**src/rtl/seq_mult_param.sv**
```systemverilog
// Sequential shift-and-add multiplier: one adder iterated over WIDTH cycles,
// runtime signed/unsigned mode, valid/ready handshakes on operands and result.
module seq_mult_param #(
  parameter int WIDTH = 8
) (
  input  logic                 clk,
  input  logic                 rst_n,
  input  logic                 in_valid,
  output logic                 in_ready,
  input  logic [WIDTH-1:0]     a,
  input  logic [WIDTH-1:0]     b,
  input  logic                 signed_mode,
  output logic                 out_valid,
  input  logic                 out_ready,
  output logic [2*WIDTH-1:0]   product,
  output logic                 busy
);

  localparam int CW = $clog2(WIDTH + 1);

  typedef enum logic [1:0] {IDLE, CALC, DONE} state_t;

  state_t               state, state_nxt;
  logic [WIDTH-1:0]     mcand;
  logic [2*WIDTH:0]     acc;
  logic [2*WIDTH:0]     acc_nxt;
  logic [WIDTH:0]       upper_add;
  logic [CW-1:0]        count;
  logic                 neg;
  logic                 last;

  // |-2^(WIDTH-1)| still fits in WIDTH unsigned bits, so no overflow here.
  function automatic logic [WIDTH-1:0] magnitude(input logic [WIDTH-1:0] v,
                                                 input logic sgn);
    return (sgn && v[WIDTH-1]) ? (~v + WIDTH'(1)) : v;
  endfunction

  function automatic logic [2*WIDTH-1:0] apply_sign(input logic [2*WIDTH-1:0] m,
                                                    input logic n);
    return n ? (~m + (2*WIDTH)'(1)) : m;
  endfunction

  // Low WIDTH bits of acc hold the remaining multiplier; upper bits accumulate.
  always_comb begin
    upper_add = acc[0] ? (acc[2*WIDTH:WIDTH] + {1'b0, mcand}) : acc[2*WIDTH:WIDTH];
    acc_nxt   = {1'b0, upper_add, acc[WIDTH-1:1]};
    last      = (count == CW'(WIDTH - 1));
  end

  always_ff @(posedge clk or negedge rst_n) begin
    if (!rst_n) state <= IDLE;
    else        state <= state_nxt;
  end

  always_comb begin
    state_nxt = state;
    case (state)
      IDLE:    if (in_valid) state_nxt = CALC;
      CALC:    if (last)     state_nxt = DONE;
      DONE:    if (out_ready) state_nxt = IDLE;
      default: state_nxt = IDLE;
    endcase
  end

  assign in_ready  = (state == IDLE);
  assign out_valid = (state == DONE);
  assign busy      = (state != IDLE);

  always_ff @(posedge clk or negedge rst_n) begin
    if (!rst_n) begin
      mcand   <= '0;
      acc     <= '0;
      count   <= '0;
      neg     <= 1'b0;
      product <= '0;
    end else begin
      case (state)
        IDLE: if (in_valid) begin
          mcand <= magnitude(a, signed_mode);
          acc   <= {{(WIDTH+1){1'b0}}, magnitude(b, signed_mode)};
          neg   <= signed_mode & (a[WIDTH-1] ^ b[WIDTH-1]);
          count <= '0;
        end
        CALC: begin
          acc   <= acc_nxt;
          count <= count + CW'(1);
          if (last) product <= apply_sign(acc_nxt[2*WIDTH-1:0], neg);
        end
        default: ;
      endcase
    end
  end

endmodule

```
**config.mk**
```make
export PLATFORM = sky130hd
export DESIGN_NAME = seq_mult_param
export DESIGN_NICKNAME = d
export VERILOG_FILES = /design/src/rtl/seq_mult_param.sv
export SDC_FILE = /design/constraint.sdc
export NUM_CORES = 1
export LEC_CHECK = 0
export BUFFER_PORTS_ARGS = -buffer_cell sky130_fd_sc_hd__buf_2
export CAP_MARGIN = 20
export CORE_MARGIN = 3
export CORE_UTILIZATION = 29
export DETAILED_ROUTE_END_ITERATION = 7
export GPL_TIMING_DRIVEN = 0
export PLACE_DENSITY = 0.49
export SLEW_MARGIN = 5
export SYNTH_ARGS = -nofsm -noshare
export SYNTH_HDL_FRONTEND = slang
export SYNTH_SLANG_ARGS = --single-unit
```
**constraint.sdc**
```tcl
create_clock -name clk -period 4.6 [get_ports clk]
set_input_delay 0.92 -clock clk [delete_from_list [all_inputs] [get_ports clk]]
set_output_delay 0.92 -clock clk [all_outputs]
set_load 0.03 [all_outputs]
```
==> impl_metrics.sql, run 1 <==
INSERT INTO impl_metrics (metric_group, metric, value, unit) VALUES
('global_route', 'grt.met1_usage', '0.1918', ''),
('floorplan', 'design.portCount', '40', ''),
('worst_setup_path', 'cell_family_with_most_cp_delay', 'compound AO/OA/AOI/OAI gates', ''),
('worst_setup_path', 'worst-endpoint-required', '4.78', 'ns'),
('sta', 'rsz0062_at_grt', 'no', ''),
('drt', 'wl', '6883', 'um'),
('hold_path', 'timing.hold.worst.class', 'flop to flop', ''),
('pwr', 'power.share.sequential', '0.309', ''),
('flow_run', 'max-cap-violations', '0', ''),
('pwr', 'switching_share', '0.4696', ''),
('placed_design', 'post-place-ws', '1.829', 'ns'),
('worst_setup_path', 'crit_start', 'mcand[0]$_DFFE_PN0P_', ''),
('hold_path', 'worst_hold_path_startpoint', 'product[2]$_DFFE_PN0P_', ''),
('drt', 'drc_errors', '0', ''),
('synth', 'ys_warn_count', '0', ''),
('clock_network', 'clk_path_buf_depth', '2', ''),
('synth', 'synth_sequential_area_ratio', '0.4163', ''),
('synth', 'synth_async_sr_flop_share', '1.000', ''),
('drt', 'drt_iter0_drc', '97', ''),
('finish', 'final_layout_size_suffix_gt1_frac', '0.1503', ''),
('floorplan', 'core_area', '9371', 'um^2'),
('sta', 'timing.setup.tns', '0', 'ns'),
('clock_network', 'cts.repair_timing.setup_buffer_count', '0', ''),
('clock_network', 'numCtsBuffers', '5', ''),
('pwr', 'powerDensity', '729.6', 'nW/um^2'),
('global_route', 'antenna_violations_before_repair', '0', ''),
('global_route', 'wire_length_of_the_first_global_routing_pass', '11950', 'um'),
('pwr', 'comb_power_share', '0.556', ''),
('synth', 'muxShareOfSynthArea', '0.02569', ''),
('placed_design', 'routabilityCongestion', '0.8053', ''),
('pwr', 'power.share.clock', '0.135', ''),
('worst_setup_path', 'path_buf_inv', '0', ''),
('placed_design', 'hpwl', '5318', 'um'),
('worst_setup_path', 'r2r_slack', '1.81', 'ns'),
('synth', 'yosys_register_bits', '47', ''),
('synth', 'compound_gate_fraction_of_synth_area', '0.2143', ''),
('sta', 'hold_violations', '0', ''),
('sta', 'max_freq', '357.8', 'MHz'),
('worst_setup_path', 'crit_arrival', '2.98', 'ns'),
('global_route', 'global_route.peak_usage_layer', 'met2', ''),
('drt', 'antenna_left', '0', ''),
('sta', 'tightestPinTransition', '0.7098', 'ns'),
('pwr', 'p_sw', '1.137', 'mW'),
('clock_network', 'cts_tree', 'built', ''),
('sta', 'post-route-worst-setup-slack', '1.806', 'ns'),
('synth', 'synthesized_area', '2825', 'um^2'),
('worst_setup_path', 'path_class', 'flop to flop', ''),
('clock_network', 'cts_resized', '0', ''),
('worst_setup_path', 'max_stage_delay', '0.41', 'ns'),
('worst_setup_path', 'crit_path_cell_trace', 'ha_1 -> fa_1 -> a211o_1 -> a211o_1 -> a221oi_2 -> o32ai_1 -> a41oi_1 -> xnor2_1 -> o21ai_1', ''),
('finish', 'nets', '399', ''),
('global_route', 'grt_util_all_layers', '0.1311', ''),
('finish', 'antenna-diode-count', '0', ''),
('run_status', 'status', 'finished clean', ''),
('synth', 'synth_fa_ha_area_frac', '0.06023', ''),
('global_route', 'met3_track_utilization_from_global_routing', '0.02347', ''),
('global_route', 'grt_pass1_vias', '2444', ''),
('drt', 'route.detailed.wl_per_inst', '13.91', 'um'),
('synth', 'leading_register_cell_type_out_of_synthesis', 'dfrtp_1', ''),
('clock_network', 'clock_latency', '0.31', 'ns'),
('clock_network', 'ctsRootBufferMaster', 'clkbuf_8', ''),
('clock_network', 'cts_sinks', '47', ''),
('pwr', 'cell_internal_pwr', '1.285', 'mW'),
('clock_network', 'path_clk_slew', '0.09', 'ns'),
('sta', 'fin_skew', '0.006253', 'ns'),
('global_route', 'grt_util_met2', '0.2039', ''),
('finish', 'fillCellCount', '1015', ''),
('synth', 'syn_nets', '352', ''),
('synth', 'synth-simple-area-share', '0.1630', ''),
('pwr', 'peakVddDrop', '193.1', 'uV'),
('finish', 'utilization', '0.3542', '');
## cells by family after synthesis
kind of cell,count (synthesis)
and+or+nand+nor,100
AOI/OAI and AO/OA,98
DFF,47
xor gates and xnor gates,28
buffers and inverters,25
adders and majority gates,13
muxes,7
## final cells by class
type	count	area [um^2]	share of cell area
tap	129	161.4	0.04862
buffer	14	53.80	0.01621
multi-input combinational	246	1554	0.4681
sequential	47	1176	0.3543
inverter	11	41.29	0.01244
clock inverter	2	35.03	0.01055
timing repair buffer	40	215.2	0.06483
clock buffer	6	82.58	0.02488
## state kept, by name (all words and copies together), names as in the netlist
name and flops:
neg 1, product 16, mcand 8, count 4, state 2, acc 16
## power by group through the flow
stage / Clock [mW] / Sequential, mW / Combinational (mW)
after floorplan: 0 / 0.835 / 0.915
after global placement: 0 / 0.754 / 1.34
after detailed placement: 0 / 0.757 / 1.35
after CTS: 0.335 / 0.750 / 1.36
after global routing: 0.348 / 0.782 / 1.53
final: 0.326 / 0.748 / 1.35
## layout by cell type, fill, tap and decap left out, drive strengths merged, types with 5 or more instances in the layout
| cell | n |
|---|---|
| buf | 41 |
| ha | 12 |
| xor2 | 10 |
| inv | 10 |
| mux2i | 5 |
| a21oi | 13 |
| nand2 | 46 |
| a22oi | 6 |
| xnor2 | 18 |
| nor2 | 13 |
| nand3 | 12 |
| clkbuf | 19 |
| a21o | 5 |
| o21ai | 49 |
| nor3 | 7 |
| dfrtp | 47 |
## path summary, 6_finish.rpt
check	to	cells after the start
setup / recovery	product[15]$_DFFE_PN0P_	9
hold / removal	product[2]$_DFFE_PN0P_	2
setup reg to reg	product[15]$_DFFE_PN0P_	9
hold reg to reg	product[2]$_DFFE_PN0P_	2
max in group asynchronous	acc[15]$_DFFE_PN0P_	2
min in group asynchronous	product[4]$_DFFE_PN0P_	1
## Yosys cell counts (2+ instances only)
| cell type | instances | area share |
|---|---|---|
| a211o_1 | 2 | 0.0062 |
| xor2_1 | 10 | 0.031 |
| nor2b_1 | 3 | 0.0066 |
| nor4_1 | 2 | 0.0044 |
| a22oi_1 | 6 | 0.016 |
| nor3_1 | 7 | 0.012 |
| ha_1 | 12 | 0.053 |
| o21a_1 | 3 | 0.0080 |
| dfrtp_1 | 47 | 0.42 |
| a31oi_1 | 4 | 0.0089 |
| nand4_1 | 3 | 0.0066 |
| nand2b_1 | 4 | 0.0089 |
| xnor2_1 | 18 | 0.056 |
| or3_1 | 3 | 0.0066 |
| and2_1 | 3 | 0.0066 |
| o21ai_0 | 46 | 0.081 |
| a211oi_1 | 4 | 0.011 |
| and4_1 | 2 | 0.0062 |
| nor2_1 | 13 | 0.017 |
| inv_1 | 10 | 0.013 |
| a21o_1 | 4 | 0.011 |
| o31ai_1 | 2 | 0.0053 |
| o21ai_1 | 3 | 0.0053 |
| mux2_2 | 2 | 0.0080 |
| o41ai_1 | 2 | 0.0062 |
| nand3_1 | 12 | 0.021 |
| clkbuf_1 | 13 | 0.017 |
| mux2i_1 | 5 | 0.018 |
| a21oi_1 | 13 | 0.023 |
| o221ai_1 | 2 | 0.0062 |
| nand2_1 | 46 | 0.061 |
## metrics by stage
stage | hold WS, ns | cells | instance area [um^2]
floorplan | 0.4563 | 318 | 2825
global placement | 0.4626 | 486 | 3182
detailed placement | 0.4676 | 486 | 3182
CTS | 0.4895 | 494 | 3299
global route | 0.5025 | 495 | 3319
finish | 0.4794 | 495 | 3319
## routing by layer
layer	up-vias	share of wire	wire (um)
met1	1104	0.53	3624
met4	0	0.010	72
met5	-	0	0
li1	1233	-	-
met2	47	0.42	2897
met3	5	0.042	287
## worst reg2reg max path, cell delays in order, from the launching register on
cell and delay [ns]:
dfrtp_1 0.41, ha_1 0.23, fa_1 0.40, a211o_1 0.32
a211o_1 0.32, a221oi_2 0.37, o32ai_1 0.13, a41oi_1 0.26
xnor2_1 0.16, o21ai_1 0.07
Note: power is estimated with default switching activity, not from simulation.
==> inputs of run 2 (changes only) <==
ABC_AREA = 1   (was default)
clock period = 2.92 ns   (was 4.6 ns; I/O delays follow)
==> run 2 against run 1 <==
- register-to-register slack worse by 1.2 ns
- sequential power rose by 59%
- clock power is 25% higher
- first-iteration DRC count up 12%
==> impl_metrics.sql, run 2 <==
INSERT INTO impl_metrics (metric_group, metric, value, unit) VALUES
('run_status', 'status', 'finished clean', ''),
('pwr', 'cell_internal_pwr', '1.921', 'mW'),
('drt', 'wl', '6999', 'um'),
('pwr', 'finalPower', '3.874', 'mW'),
('finish', 'area.growth.synth_to_final', '15.79', '%'),
('pwr', 'powerDensity', '1126', 'nW/um^2'),
('synth', 'syn-instance-count', '387', ''),
('worst_setup_path', 'cp_common_cell', 'nand2_1', ''),
('global_route', 'wire_length_of_the_first_global_routing_pass', '12090', 'um'),
('synth', 'top_count_cell_post_synth', 'nand2_1', ''),
('synth', 'compound_gate_fraction_of_synth_area', '0.1272', ''),
('global_route', 'global_route.peak_usage_layer', 'met1', ''),
('sta', 'max_freq', '439.7', 'MHz'),
('drt', 'route.detailed.wl_per_inst', '12.32', 'um'),
('pwr', 'p_sw', '1.953', 'mW'),
('worst_setup_path', 'worst-endpoint-required', '3.12', 'ns'),
('sta', 'final_cycle_share', '0.7789', ''),
('clock_network', 'cts.repair_timing.setup_buffer_count', '0', ''),
('synth', 'ys_types', '38', ''),
('placed_design', 'post-place-ws', '0.6661', 'ns'),
('pwr', 'power.leakage', '1.743', 'nW'),
('finish', 'nets', '468', ''),
('sta', 'post-route-worst-setup-slack', '0.6457', 'ns'),
('clock_network', 'clk_path_buf_depth', '2', ''),
('finish', 'final_common_cell', 'nand2_1', ''),
('floorplan', 'initial_utilization', '0.3012', ''),
('finish', 'final_layout_size_suffix_gt1_frac', '0.1724', ''),
('drt', 'drc_errors', '0', ''),
('finish', 'layout.cells.most_common_list', 'nand2_1 (102), inv_1 (47), dfrtp_1 (47), buf_2 (42), o21ai_0 (35)', ''),
('sta', 'timing.final.crit_period', '2.274', 'ns'),
('sta', 'tightestPinTransition', '0.4746', 'ns'),
('clock_network', 'numCtsBuffers', '5', ''),
('floorplan', 'design.portCount', '40', ''),
('placed_design', 'dpl.cell_count', '559', ''),
('clock_network', 'path_clk_slew', '0.10', 'ns'),
('sta', 'timing.setup.tns', '0', 'ns'),
('synth', 'largest_area_contributor_in_the_synthesized_netlist', 'dfrtp_1', ''),
('synth', 'leading_register_cell_type_out_of_synthesis', 'dfrtp_1', ''),
('clock_network', 'cts_tree', 'built', ''),
('worst_setup_path', 'crit_start', 'acc[8]$_DFFE_PN0P_', ''),
('worst_setup_path', 'crit_arrival', '2.48', 'ns'),
('global_route', 'grt_overflow_total', '0', ''),
('synth', 'synth_fa_ha_area_frac', '0.05726', ''),
('worst_setup_path', 'path_class', 'flop to flop', ''),
('worst_setup_path', 'worst-path-max-fanout', '4', ''),
('worst_setup_path', 'worstSetupEndpointType', 'flop', ''),
('pwr', 'switching_share', '0.5041', ''),
('clock_network', 'clock_latency', '0.31', 'ns'),
('floorplan', 'die_w', '107.2', 'um'),
('synth', 'synth-xor-area-share', '0.04716', ''),
('worst_setup_path', 'worst_setup_path_start_kind', 'flop', ''),
('clock_network', 'cts_sinks', '47', ''),
('synth', 'synthesized_area', '2972', 'um^2'),
('worst_setup_path', 'cell_family_with_most_cp_delay', 'simple AND/OR/NAND/NOR gates', ''),
('finish', 'antenna-diode-count', '0', ''),
('clock_network', 'cts_resized', '0', ''),
('synth', 'muxShareOfSynthArea', '0.003368', ''),
('synth', 'synth.top_cells.by_area', 'dfrtp_1 (40%), nand2_1 (13%), inv_1 (5.9%), o21ai_0 (5.9%), ha_1 (5.1%)', ''),
('worst_setup_path', 'max_stage_delay', '0.43', 'ns'),
('synth', 'yosys_register_bits', '47', ''),
('sta', 'fin_skew', '0.008031', 'ns'),
('floorplan', 'row_count', '36', ''),
('worst_setup_path', 'crit_path_cell_trace', 'ha_1 -> fa_1 -> nand2_1 -> nand3_1 -> nand3_1 -> nand2_1 -> nand2_1 -> nand3_1 -> nand2_1 -> nand2_1 -> nand2_1 -> nand3_1 -> nand3_1 -> nand2_1', ''),
('placed_design', 'routabilityCongestion', '0.8400', ''),
('synth', 'synth_async_sr_flop_share', '1.000', ''),
('clock_network', 'ctsHtreeMaxLevel', '2', ''),
('global_route', 'grt_util_met2', '0.1948', ''),
('finish', 'reg_top3', 'acc x16, product x16, mcand x8', ''),
('clock_network', 'postCtsHoldBufs', '0', ''),
('pwr', 'power.share.clock', '0.105', ''),
('synth', 'synth-simple-area-share', '0.2884', ''),
('pwr', 'power.share.sequential', '0.308', ''),
('global_route', 'antenna_violations_before_repair', '0', ''),
('placed_design', 'hpwl', '5636', 'um'),
('clock_network', 'ctsRootBufferMaster', 'clkbuf_8', ''),
('global_route', 'grt_util_all_layers', '0.1309', ''),
('synth', 'synth_top_cell_area_share', '0.3958', ''),
('global_route', 'largest_net_degree_at_the_start_of_global_routing', '48', ''),
('finish', 'utilization', '0.3488', ''),
('floorplan', 'floorplan.die_area', '11500', 'um^2'),
('drt', 'detail_route.vias_per_cell', '4.481', ''),
('drt', 'detailedRoute.firstPassIterationCount', '4', ''),
('drt', 'routed-via-count', '2545', ''),
('synth', 'ys_warn_count', '0', ''),
('pwr', 'peakVddDrop', '441.1', 'uV'),
('pwr', 'comb_power_share', '0.587', ''),
('synth', 'synth_sequential_area_ratio', '0.3958', ''),
('synth', 'cell_types_with_the_highest_counts_after_synthesis', 'nand2_1 (102), dfrtp_1 (47), inv_1 (47)', ''),
('hold_path', 'timing.hold.worst.class', 'input pin to async pin', ''),
('placed_design', 'port_buffers', '39', ''),
('worst_setup_path', 'crit-reg2reg-launch', 'acc[8]$_DFFE_PN0P_', ''),
('sta', 'hold_violations', '0', ''),
('synth', 'combinational_family_with_the_most_area_after_synthesis', 'simple AND/OR/NAND/NOR gates', ''),
('drt', 'drt_iter0_drc', '109', ''),
('synth', 'mean_syn_cell_area', '7.679', 'um^2'),
('floorplan', 'die_y', '107.2', 'um'),
('flow_run', 'max-cap-violations', '0', ''),
('floorplan', 'core_area', '9864', 'um^2'),
('worst_setup_path', 'path_buf_inv', '0', ''),
('sta', 'report.final.setup_viol', '0', ''),
('finish', 'fillCellCount', '1092', ''),
('global_route', 'grt.met1_usage', '0.1950', ''),
('synth', 'syn_nets', '421', ''),
('finish', 'final_non_filler_cells', '568', ''),
('global_route', 'met3_track_utilization_from_global_routing', '0.02348', ''),
('global_route', 'grt_pass1_vias', '2506', ''),
('sta', 'slew_violations', '0', ''),
('sta', 'slew_headroom', '0.6836', ''),
('synth', 'synth-edff-count', '0', ''),
('worst_setup_path', 'cpMaxStageDelayCell', 'dfrtp_1', ''),
('drt', 'antenna_left', '0', ''),
('sta', 'rsz0062_at_grt', 'no', '');
## run 2: cells by family after synthesis
kind of cell,count (synthesis)
buffers and inverters,59
muxes,1
DFF,47
xor gates and xnor gates,16
AOI/OAI and AO/OA,66
and+or+nand+nor,185
adders and majority gates,13
## run 2: power by group through the flow
| stage | sequential, mW | combinational [mW] | clock [mW] |
|---|---|---|---|
| after detailed placement | 1.21 | 2.29 | 0 |
| after CTS | 1.19 | 2.30 | 0.420 |
| after floorplan | 1.34 | 1.59 | 0 |
| final | 1.19 | 2.27 | 0.408 |
| after global placement | 1.20 | 2.27 | 0 |
| after global routing | 1.24 | 2.61 | 0.447 |
## run 2: final cells by class
cell class                 count  area [um^2]  area share
buffer                         9        52.55     0.01527
clock buffer                   5        68.82     0.02000
clock inverter                 3        18.77    0.005455
inverter                      50        187.7     0.05455
multi-input combinational    281         1555      0.4520
sequential                    47         1176      0.3418
tap                          133        166.4     0.04836
timing repair buffer          40        215.2     0.06255
## run 2: final timing paths
check                                          endpoint  slack [ns]  depth (start not counted)
worst max-delay path            product[15]$_DFFE_PN0P_        0.65                         14
worst min-delay path            product[13]$_DFFE_PN0P_        0.14                          1
worst max register to register  product[15]$_DFFE_PN0P_        0.65                         14
worst min register to register     count[3]$_DFFE_PN0P_        0.48                          1
max in group asynchronous          mcand[4]$_DFFE_PN0P_        2.31                          2
min in group clk                   state[1]$_DFFE_PN0P_        0.44                          2
## run 2: metrics by stage
step,area (um^2),hold WS [ns]
floorplan,2972,0.2884
global placement,3333,0.4645
detailed placement,3333,0.4634
CTS,3421,0.4278
global route,3441,0.1307
finish,3441,0.1371
## run 2: metal layers
layer	vias up	share of wire
li1	1349	-
met1	1140	0.53
met2	50	0.41
met3	6	0.049
met4	0	0.012
met5	-	0
